$ cat src/rtl/clk16dly_code_ramp.sv
// Thermometer select controller for the 16-step clock delay cell: ramps one tap per settle window.
// Define CLK16DLY_FAST_LOAD_EN to add fast_load, which jumps straight to the target in a single step.
module clk16dly_code_ramp #(
  parameter int unsigned SETTLE_CYC = 4,
  parameter int unsigned RST_CODE   = 0
) (
  input  logic        clk,
  input  logic        rst_b,
  input  logic        tgt_valid,
  input  logic [3:0]  tgt_code,
`ifdef CLK16DLY_FAST_LOAD_EN
  input  logic        fast_load,
`endif
  output logic        tgt_ready,
  output logic [14:0] rsel,
  output logic [3:0]  cur_code,
  output logic        busy,
  output logic        done
);

  localparam logic [3:0] RST_C       = 4'(RST_CODE);
  localparam logic [7:0] SETTLE_LOAD = 8'(SETTLE_CYC - 1);

  typedef enum logic [1:0] {IDLE, STEP, SETTLE} state_t;

  state_t     state;
  logic [3:0] tgt;
  logic [7:0] cnt;
  logic       fast;
  logic [3:0] step_code;

  function automatic logic [14:0] thermo(input logic [3:0] code);
    logic [14:0] t;
    for (int i = 0; i < 15; i++) t[i] = (code > 4'(i));
    return t;
  endfunction

  // The target bounds the ramp, so +/-1 can never wrap past 0 or 15.
  always_comb begin
    step_code = cur_code;
    if (fast)                 step_code = tgt;
    else if (tgt > cur_code)  step_code = cur_code + 4'd1;
    else if (tgt < cur_code)  step_code = cur_code - 4'd1;
  end

  always_ff @(posedge clk) begin
    if (!rst_b) begin
      state    <= IDLE;
      cur_code <= RST_C;
      rsel     <= thermo(RST_C);
      tgt      <= RST_C;
      cnt      <= 8'd0;
      fast     <= 1'b0;
      done     <= 1'b0;
    end else begin
      done <= 1'b0;
      case (state)
        IDLE: begin
          if (tgt_valid) begin
            tgt <= tgt_code;
`ifdef CLK16DLY_FAST_LOAD_EN
            fast <= fast_load;
`else
            fast <= 1'b0;
`endif
            if (tgt_code == cur_code) done  <= 1'b1;
            else                      state <= STEP;
          end
        end
        STEP: begin
          cur_code <= step_code;
          rsel     <= thermo(step_code);
          cnt      <= SETTLE_LOAD;
          state    <= SETTLE;
        end
        SETTLE: begin
          if (cnt != 8'd0) begin
            cnt <= cnt - 8'd1;
          end else if (cur_code != tgt) begin
            state <= STEP;
          end else begin
            state <= IDLE;
            done  <= 1'b1;
          end
        end
        default: state <= IDLE;
      endcase
    end
  end

  assign tgt_ready = (state == IDLE);
  assign busy      = (state != IDLE);

endmodule

$ cat config.mk
export PLATFORM = sky130hd
export DESIGN_NAME = clk16dly_code_ramp
export DESIGN_NICKNAME = d
export VERILOG_FILES = /design/src/rtl/clk16dly_code_ramp.sv
export SDC_FILE = /design/constraint.sdc
export NUM_CORES = 1
export LEC_CHECK = 0
export ABC_AREA = 1
export ABC_CLOCK_PERIOD_IN_PS = 2000
export CORE_MARGIN = 3
export CORE_UTILIZATION = 53
export CTS_CLUSTER_DIAMETER = 50
export DETAILED_ROUTE_END_ITERATION = 8
export PLACE_DENSITY = 0.84
export RECOVER_POWER = 25
export REMOVE_ABC_BUFFERS = 1
export SKIP_CTS_REPAIR_TIMING = 1
export SLEW_MARGIN = 5
export SYNTH_ARGS = -nofsm -noshare
export SYNTH_HDL_FRONTEND = slang
export SYNTH_SLANG_ARGS = --single-unit
export TNS_END_PERCENT = 1
$ cat constraint.sdc
create_clock -name clk -period 2 [get_ports clk]
set_input_delay 0.3 -clock clk [delete_from_list [all_inputs] [get_ports clk]]
set_output_delay 0.3 -clock clk [all_outputs]
set_load 0.01 [all_outputs]
==> flow_metrics.tcl <==
set metrics [dict create \
    outcome "completed" \
    grt.total_usage 0.218 \
    syn-mean-instance-area_sq_um 7.54 \
    buffer_ports.inserted 28 \
    fin_worst_hold_slack_ns 0.455 \
    post_synth_num_cell_types 32 \
    worst_ep_required_time_ns 1.70 \
    final_instance_count_excl_fillers 321 \
    clock_sink_count 34 \
    yosys_warnings 0 \
    switchingPower_mw 1.99 \
    largest_net_degree_at_the_start_of_global_routing 11 \
    stage_delay_of_the_slowest_cell_on_the_critical_path_ns 0.54 \
    cp_cell_sequence "nor2_1, inv_1, clkdlybuf4s50_1" \
    max_slew.worst_pin.slew_ns 0.541 \
    area_of_all_placed_cells_without_fillers_sq_um 2230 \
    fp-row-count 20 \
    leftover_overflow_at_the_end_of_global_routing 0 \
    grt_setup_unrepaired "no" \
    floorplan.initialDensity 0.572 \
    internal_power_mw 2.11 \
    synth_top_cells_by_count "sky130_fd_sc_hd__nand2_1, sky130_fd_sc_hd__dfxtp_1, sky130_fd_sc_hd__nor2_1, sky130_fd_sc_hd__inv_1, sky130_fd_sc_hd__o21ai_0" \
    final.min_clock_period_ns 1.87 \
    drt-wirelength-per-cell_um 12.2 \
    yosysTopAreaCellShare 0.381 \
    grt_pass1_wl_mm 6.90 \
    fmax_mhz 534 \
    synth.largest_area_cell "sky130_fd_sc_hd__dfxtp_1" \
    drtIter0Drc 91 \
    drt-pass1-iter-count 4 \
    powerDensity_nw_per_um2 1840 \
    vias_per_cell 4.90 \
    clockRootBuffer "sky130_fd_sc_hd__clkbuf_4" \
    number_of_vias_in_the_routed_layout 1572 \
    peakVddDrop_v 0.000976 \
    post-layout-total-power_mw 4.10 \
    drt_drc_violations_left 0 \
    clock_tree_buffer_depth 2 \
    dpl.cell_count 313 \
    final.setup_skew_ns 0.0104 \
    share_seq_of_total_power 0.257 \
    detailed_place_hpwl_mm 2.95 \
    p_comb_frac 0.642 \
    yosysSeqAreaShare 0.381 \
    hold_viol_final 0 \
    finalMaxSlewViolations 0 \
    number_of_synthesized_flops_with_an_enable_pin 0 \
    maxSlewHeadroom 0.635 \
    final_core_util 0.713 \
    cts_buffers 5 \
    post-route-worst-setup-slack_ns 0.128 \
    setup_tns_ns 0 \
    synth.top_cells.by_area "sky130_fd_sc_hd__dfxtp_1, sky130_fd_sc_hd__nand2_1, sky130_fd_sc_hd__nor2_1" \
    die_area_sq_um 4110 \
    floorplan.core_area_sq_um 3130 \
    power.leakage_nw 1.01 \
    crit_path_max_fanout 3 \
    place_congestion 0.866 \
    final.period_utilization 0.936 \
    io_pins 29 \
    netlist_area_sq_um 1790 \
    flop_and_latch_count_out_of_synthesis 34 \
    netlist_instances 237 \
    setup_viol 0 \
    synthToLayoutAreaGrowth_pct 24.8 \
    timing.setup.critical_path_class "flip-flop to primary output" \
    clk_transition_reported_paths_ns 0.11 \
    async_reset_ff_frac 0 \
    chipHeight_um 64.1 \
    min-delay-path-class "flip-flop to flip-flop" \
    worst-endpoint-arrival_ns 1.57 \
    finish.net_count 291 \
    number_of_global_route_vias_before_repair 1541 \
    routed_wirelength_mm 3.90 \
    die_width_um 64.1 \
    grt_antenna_before_repair 0 \
    maxCapViolCount 0 \
    p_clk_frac 0.101 \
    synthFlopType "sky130_fd_sc_hd__dfxtp_1" \
    timing.critical_path.slowest_stage_cell "sky130_fd_sc_hd__clkdlybuf4s50_1" \
    detailed_place.area_sq_um 2160 \
    antenna_violating_nets_post_route 0 \
    synthMostInstantiatedCell "sky130_fd_sc_hd__nand2_1" \
    htree_num_levels 2 \
    critical_path.endpoint_type "primary output" \
    clock_latency_reported_for_the_late_side_of_the_worst_skew_pair_ns 0.35 \
    nature_of_the_critical_path_startpoint "flip-flop" \
    power.share.switching 0.486 \
    ratio_of_cells_with_drive_above_1_in_the_final_layout 0.188 \
    dp_worst_setup_slack_ns 0.206 \
    antenna-diode-count 0 \
    tritoncts "built" \
]
==> layout make-up <==
cell class                 instances  area (sq um)
multi-input combinational        171           992
fill                             257           897
sequential                        34           681
timing repair buffer              35           333
inverter                          29           110
clock buffer                       7          55.1
tap                               44          55.1
clock inverter                     1          5.00
==> cells by family after synthesis <==
group | synth area share
xor+xnor | 0.0343
flops | 0.381
compound gates | 0.0924
fa+ha+maj | 0.0560
simple gates | 0.366
buf+inv | 0.0707
==> cell usage in the layout (no fill, tap or decap), types with 3 or more instances in the layout <==
master                            synthesis  layout
sky130_fd_sc_hd__inv_1                   18      18
sky130_fd_sc_hd__a21oi_1                  6       6
sky130_fd_sc_hd__nand4_1                  3       3
sky130_fd_sc_hd__dfxtp_1                 34      34
sky130_fd_sc_hd__xnor2_1                  5       5
sky130_fd_sc_hd__buf_4                    1       7
sky130_fd_sc_hd__clkbuf_4                 0       5
sky130_fd_sc_hd__nand2_4                  4       4
sky130_fd_sc_hd__nand2_1                 54      54
sky130_fd_sc_hd__dlygate4sd3_1            0       3
sky130_fd_sc_hd__clkdlybuf4s50_1          0      25
sky130_fd_sc_hd__ha_1                     8       7
sky130_fd_sc_hd__nand3_2                  4       4
sky130_fd_sc_hd__nand2_2                  7       7
sky130_fd_sc_hd__o21ai_0                 14      15
sky130_fd_sc_hd__nand3_1                 11      11
sky130_fd_sc_hd__inv_2                    9       9
sky130_fd_sc_hd__nor2_2                   4       5
sky130_fd_sc_hd__nor3_1                   3       3
sky130_fd_sc_hd__nor2_1                  33      32
==> worst max-delay path, delay by kind of cell (launching register included) <==
family | cells | cell delay, ns
buf+inv | 2 | 0.62
flops | 1 | 0.49
simple gates | 1 | 0.12
==> state kept, by name (all words and copies together), names as in the netlist <==
| name | count |
|---|---|
| cnt | 8 |
| rsel | 15 |
| state | 2 |
| done | 1 |
| tgt | 4 |
| cur_code | 4 |
==> worst paths after layout <==
check | start | endpoint | slack [ns] | depth (start not counted)
hold reg to reg | rsel[7] | rsel[7] | 0.46 | 2
hold / removal | rsel[7] | rsel[7] | 0.46 | 2
setup / recovery | state[1] | busy | 0.13 | 3
setup reg to reg | cur_code[1] | rsel[11] | 0.20 | 12
==> power groups by stage <==
| stage | clock (mW) | combinational, mW | sequential, mW |
|---|---|---|---|
| after floorplan | 0 | 1.82 | 1.13 |
| after global placement | 0 | 2.56 | 1.06 |
| after detailed placement | 0 | 2.61 | 1.07 |
| after CTS | 0.421 | 2.62 | 1.05 |
| after global routing | 0.453 | 2.98 | 1.08 |
| final | 0.415 | 2.63 | 1.05 |
==> layer usage <==
metal | wire [um] | GRT usage | up-vias
met2 | 1830 | 0.343 | 33
met3 | 171 | 0.0721 | 6
met5 | 0 | 0 | -
li1 | - | - | 829
met1 | 1840 | 0.272 | 704
met4 | 66 | 0.0916 | 0
(Power assumes the default switching activity.)
==> variant, RTL diff (config.mk and constraints unchanged) <==
Encoding of `state_t`: now one-hot (3 bits for 3 states).
--- a/src/rtl/clk16dly_code_ramp.sv
+++ b/src/rtl/clk16dly_code_ramp.sv
@@ -22,5 +22,5 @@
   localparam logic [7:0] SETTLE_LOAD = 8'(SETTLE_CYC - 1);
 
-  typedef enum logic [1:0] {IDLE, STEP, SETTLE} state_t;
+  typedef enum logic [2:0] {IDLE = 3'b001, STEP = 3'b010, SETTLE = 3'b100} state_t;
 
   state_t     state;
Function: same outputs for any inputs over 10 cycles, from zero or initial values and one cycle with rst_b low; not proved beyond that.
==> variant against the original RTL <==
  * Core utilization is 0.32 points higher
  * Wire length is 9.5% higher
  * Critical path type unchanged
  * Maximum frequency is 0.85% lower
  * Sequential cell count is 1 higher
  * Synthesized area is 0.56% lower
  * Count of clock-buffer cells in the layout is 2 lower
  * Synthesized cell count is 5.9% higher
  * Highest routed layer unchanged
  * Non-clock buffer count is 1 lower
  * Critical path depth is 1 higher
  * Setup slack worse by 0.016 ns
  * Largest cell class unchanged
  * Design area is 0.45% higher
Power is not compared: it rests on default switching activity, and its combinational part moved more than twofold at a synthesized area within 25%.
==> variant: results (changes against the original RTL) <==
\begin{tabular}{lr}
\hline
Metric & Value \\
\hline
\multicolumn{2}{l}{\textbf{Synthesis}} \\
Synthesized-area fraction occupied by adder cells & 5.63\% (+0.032 points) \\
Leading post-synthesis cells by cell area & sky130\_fd\_sc\_hd\_\_dfxtp\_1, sky130\_fd\_sc\_hd\_\_nand2\_1, sky130\_fd\_sc\_hd\_\_nor2\_1, sky130\_fd\_sc\_hd\_\_nand3\_1, sky130\_fd\_sc\_hd\_\_ha\_1 \\
Distinct cell type count after synthesis & 31 (-3.1\%) \\
Part of the Yosys area used for sequential elements & 39.4\% (+1.3 points) \\
Mean post-synth cell area & 7.08 um\^{}2 (-6.1\%) \\
Most frequent cells after synthesis & sky130\_fd\_sc\_hd\_\_nand2\_1, sky130\_fd\_sc\_hd\_\_dfxtp\_1, sky130\_fd\_sc\_hd\_\_nor2\_1 \\
Compound-Gate Fraction of Synth Area & 9.57\% (+0.33 points) \\
Post-Synth XOR/XNOR Area & 3.94\% (+0.51 points) \\
\multicolumn{2}{l}{\textbf{Placed design}} \\
Area after detailed placement & 2140 um\^{}2 (-0.70\%) \\
Port Buf Inserts & 28 (unchanged) \\
Placer's final routability congestion estimate & 0.906 (+4.6\%) \\
Estimated wirelength of the detail-placed design & 3060 um (+3.8\%) \\
\multicolumn{2}{l}{\textbf{Route}} \\
First-pass iteration count of the detailed router & 5 (+1) \\
Routed WL & 4280 um (+9.5\%) \\
DRC violation total after the first TritonRoute iteration & 136 (+49\%) \\
Post-detailed-route via-to-cell ratio & 5.24 (+7.0\%) \\
\multicolumn{2}{l}{\textbf{Global route}} \\
Wire length of the first global-routing pass & 7150 um (+3.6\%) \\
Pin count of the biggest net entering global routing & 13 (+2) \\
Number of antenna violations at the first check in global routing & 0 (unchanged) \\
Overall fraction of global-route tracks in use & 22.2\% (+0.41 points) \\
Vias in the first global route & 1625 (+5.5\%) \\
\multicolumn{2}{l}{\textbf{Worst setup path}} \\
Arr. time, crit path & 1.59 ns (+0.02 ns) \\
Largest fanout on the critical path & 4 (+1) \\
\multicolumn{2}{l}{\textbf{Layout}} \\
Fraction of final layout cells sized beyond drive strength 1 & 13.1\% (-5.7 points) \\
Final Non-Filler Cells & 334 (+4.0\%) \\
Number of nets at the end of the flow & 304 (+4.5\%) \\
Filler cell count in the final layout & 259 (+0.78\%) \\
\multicolumn{2}{l}{\textbf{Timing}} \\
Worst setup skew after layout & 0.0185 ns (+0.00806 ns) \\
Worst slew margin relative to its limit & 67.1\% (+3.5 points) \\
\multicolumn{2}{l}{\textbf{Run status}} \\
Status & completed \\
\multicolumn{2}{l}{\textbf{Clocking}} \\
Worst-skew pair later-pin latency & 0.36 ns \\
\multicolumn{2}{l}{\textbf{Power}} \\
Pleak & 0.00101 uW \\
\hline
\end{tabular}
variant: cell type report:
| type | instances | area share, % |
|---|---|---|
| timing repair buffer | 34 | 14.5 |
| multi-input combinational | 184 | 44.3 |
| tap | 44 | 2.46 |
| clock inverter | 3 | 0.893 |
| sequential | 35 | 31.3 |
| clock buffer | 5 | 1.68 |
| inverter | 29 | 4.86 |
variant: cells by family (layout without fill, tap and decap cells):
logic type | Yosys count | in the layout
xor gates and xnor gates | 8 | 8
and+or+nand+nor | 139 | 139
adders and majority gates | 8 | 8
AOI/OAI and AO/OA | 29 | 29
buffers and inverters | 32 | 71
DFF | 35 | 35
variant: worst paths after layout:
| kind | start | to | slack, ns | depth (start not counted) |
|---|---|---|---|---|
| max reg2reg | cur_code[1] | rsel[2] | 0.15 | 14 |
| min | rsel[14] | rsel[14] | 0.46 | 2 |
| min reg2reg | rsel[14] | rsel[14] | 0.46 | 2 |
| max | state[0] | busy | 0.11 | 4 |
variant: worst max-delay path, stage by stage, from the launching register on:
cell and delay, ns:
sky130_fd_sc_hd__dfxtp_1 0.39, sky130_fd_sc_hd__inv_1 0.10, sky130_fd_sc_hd__nor3_4 0.17, sky130_fd_sc_hd__inv_1 0.10, sky130_fd_sc_hd__clkdlybuf4s50_1 0.49
variant: stage by stage:
step                      setup WS, ns  utilization, %  hold slack, ns
after floorplan                  0.115               -           0.388
after global placement           0.151            68.6           0.437
after detailed placement         0.117            68.6           0.438
after CTS                       0.0449            70.4           0.461
after global routing          -0.00839            71.6           0.495
final                            0.112            71.6           0.460
variant: power by group through the flow:
stage               Clock (uW)  Sequential, uW  Combinational (uW)
finish                     395             814                 858
global route               432             821                 964
CTS                        398             809                 788
detailed placement           0             825                 783
global placement             0             822                 765
floorplan                    0             834                 537
variant: layer usage:
metal	GRT usage, %	routed length (um)	vias up
met5	0	0	-
met4	9.70	106	0
met3	4.92	236	15
met2	35.0	2060	62
met1	29.1	1870	797
li1	-	-	876
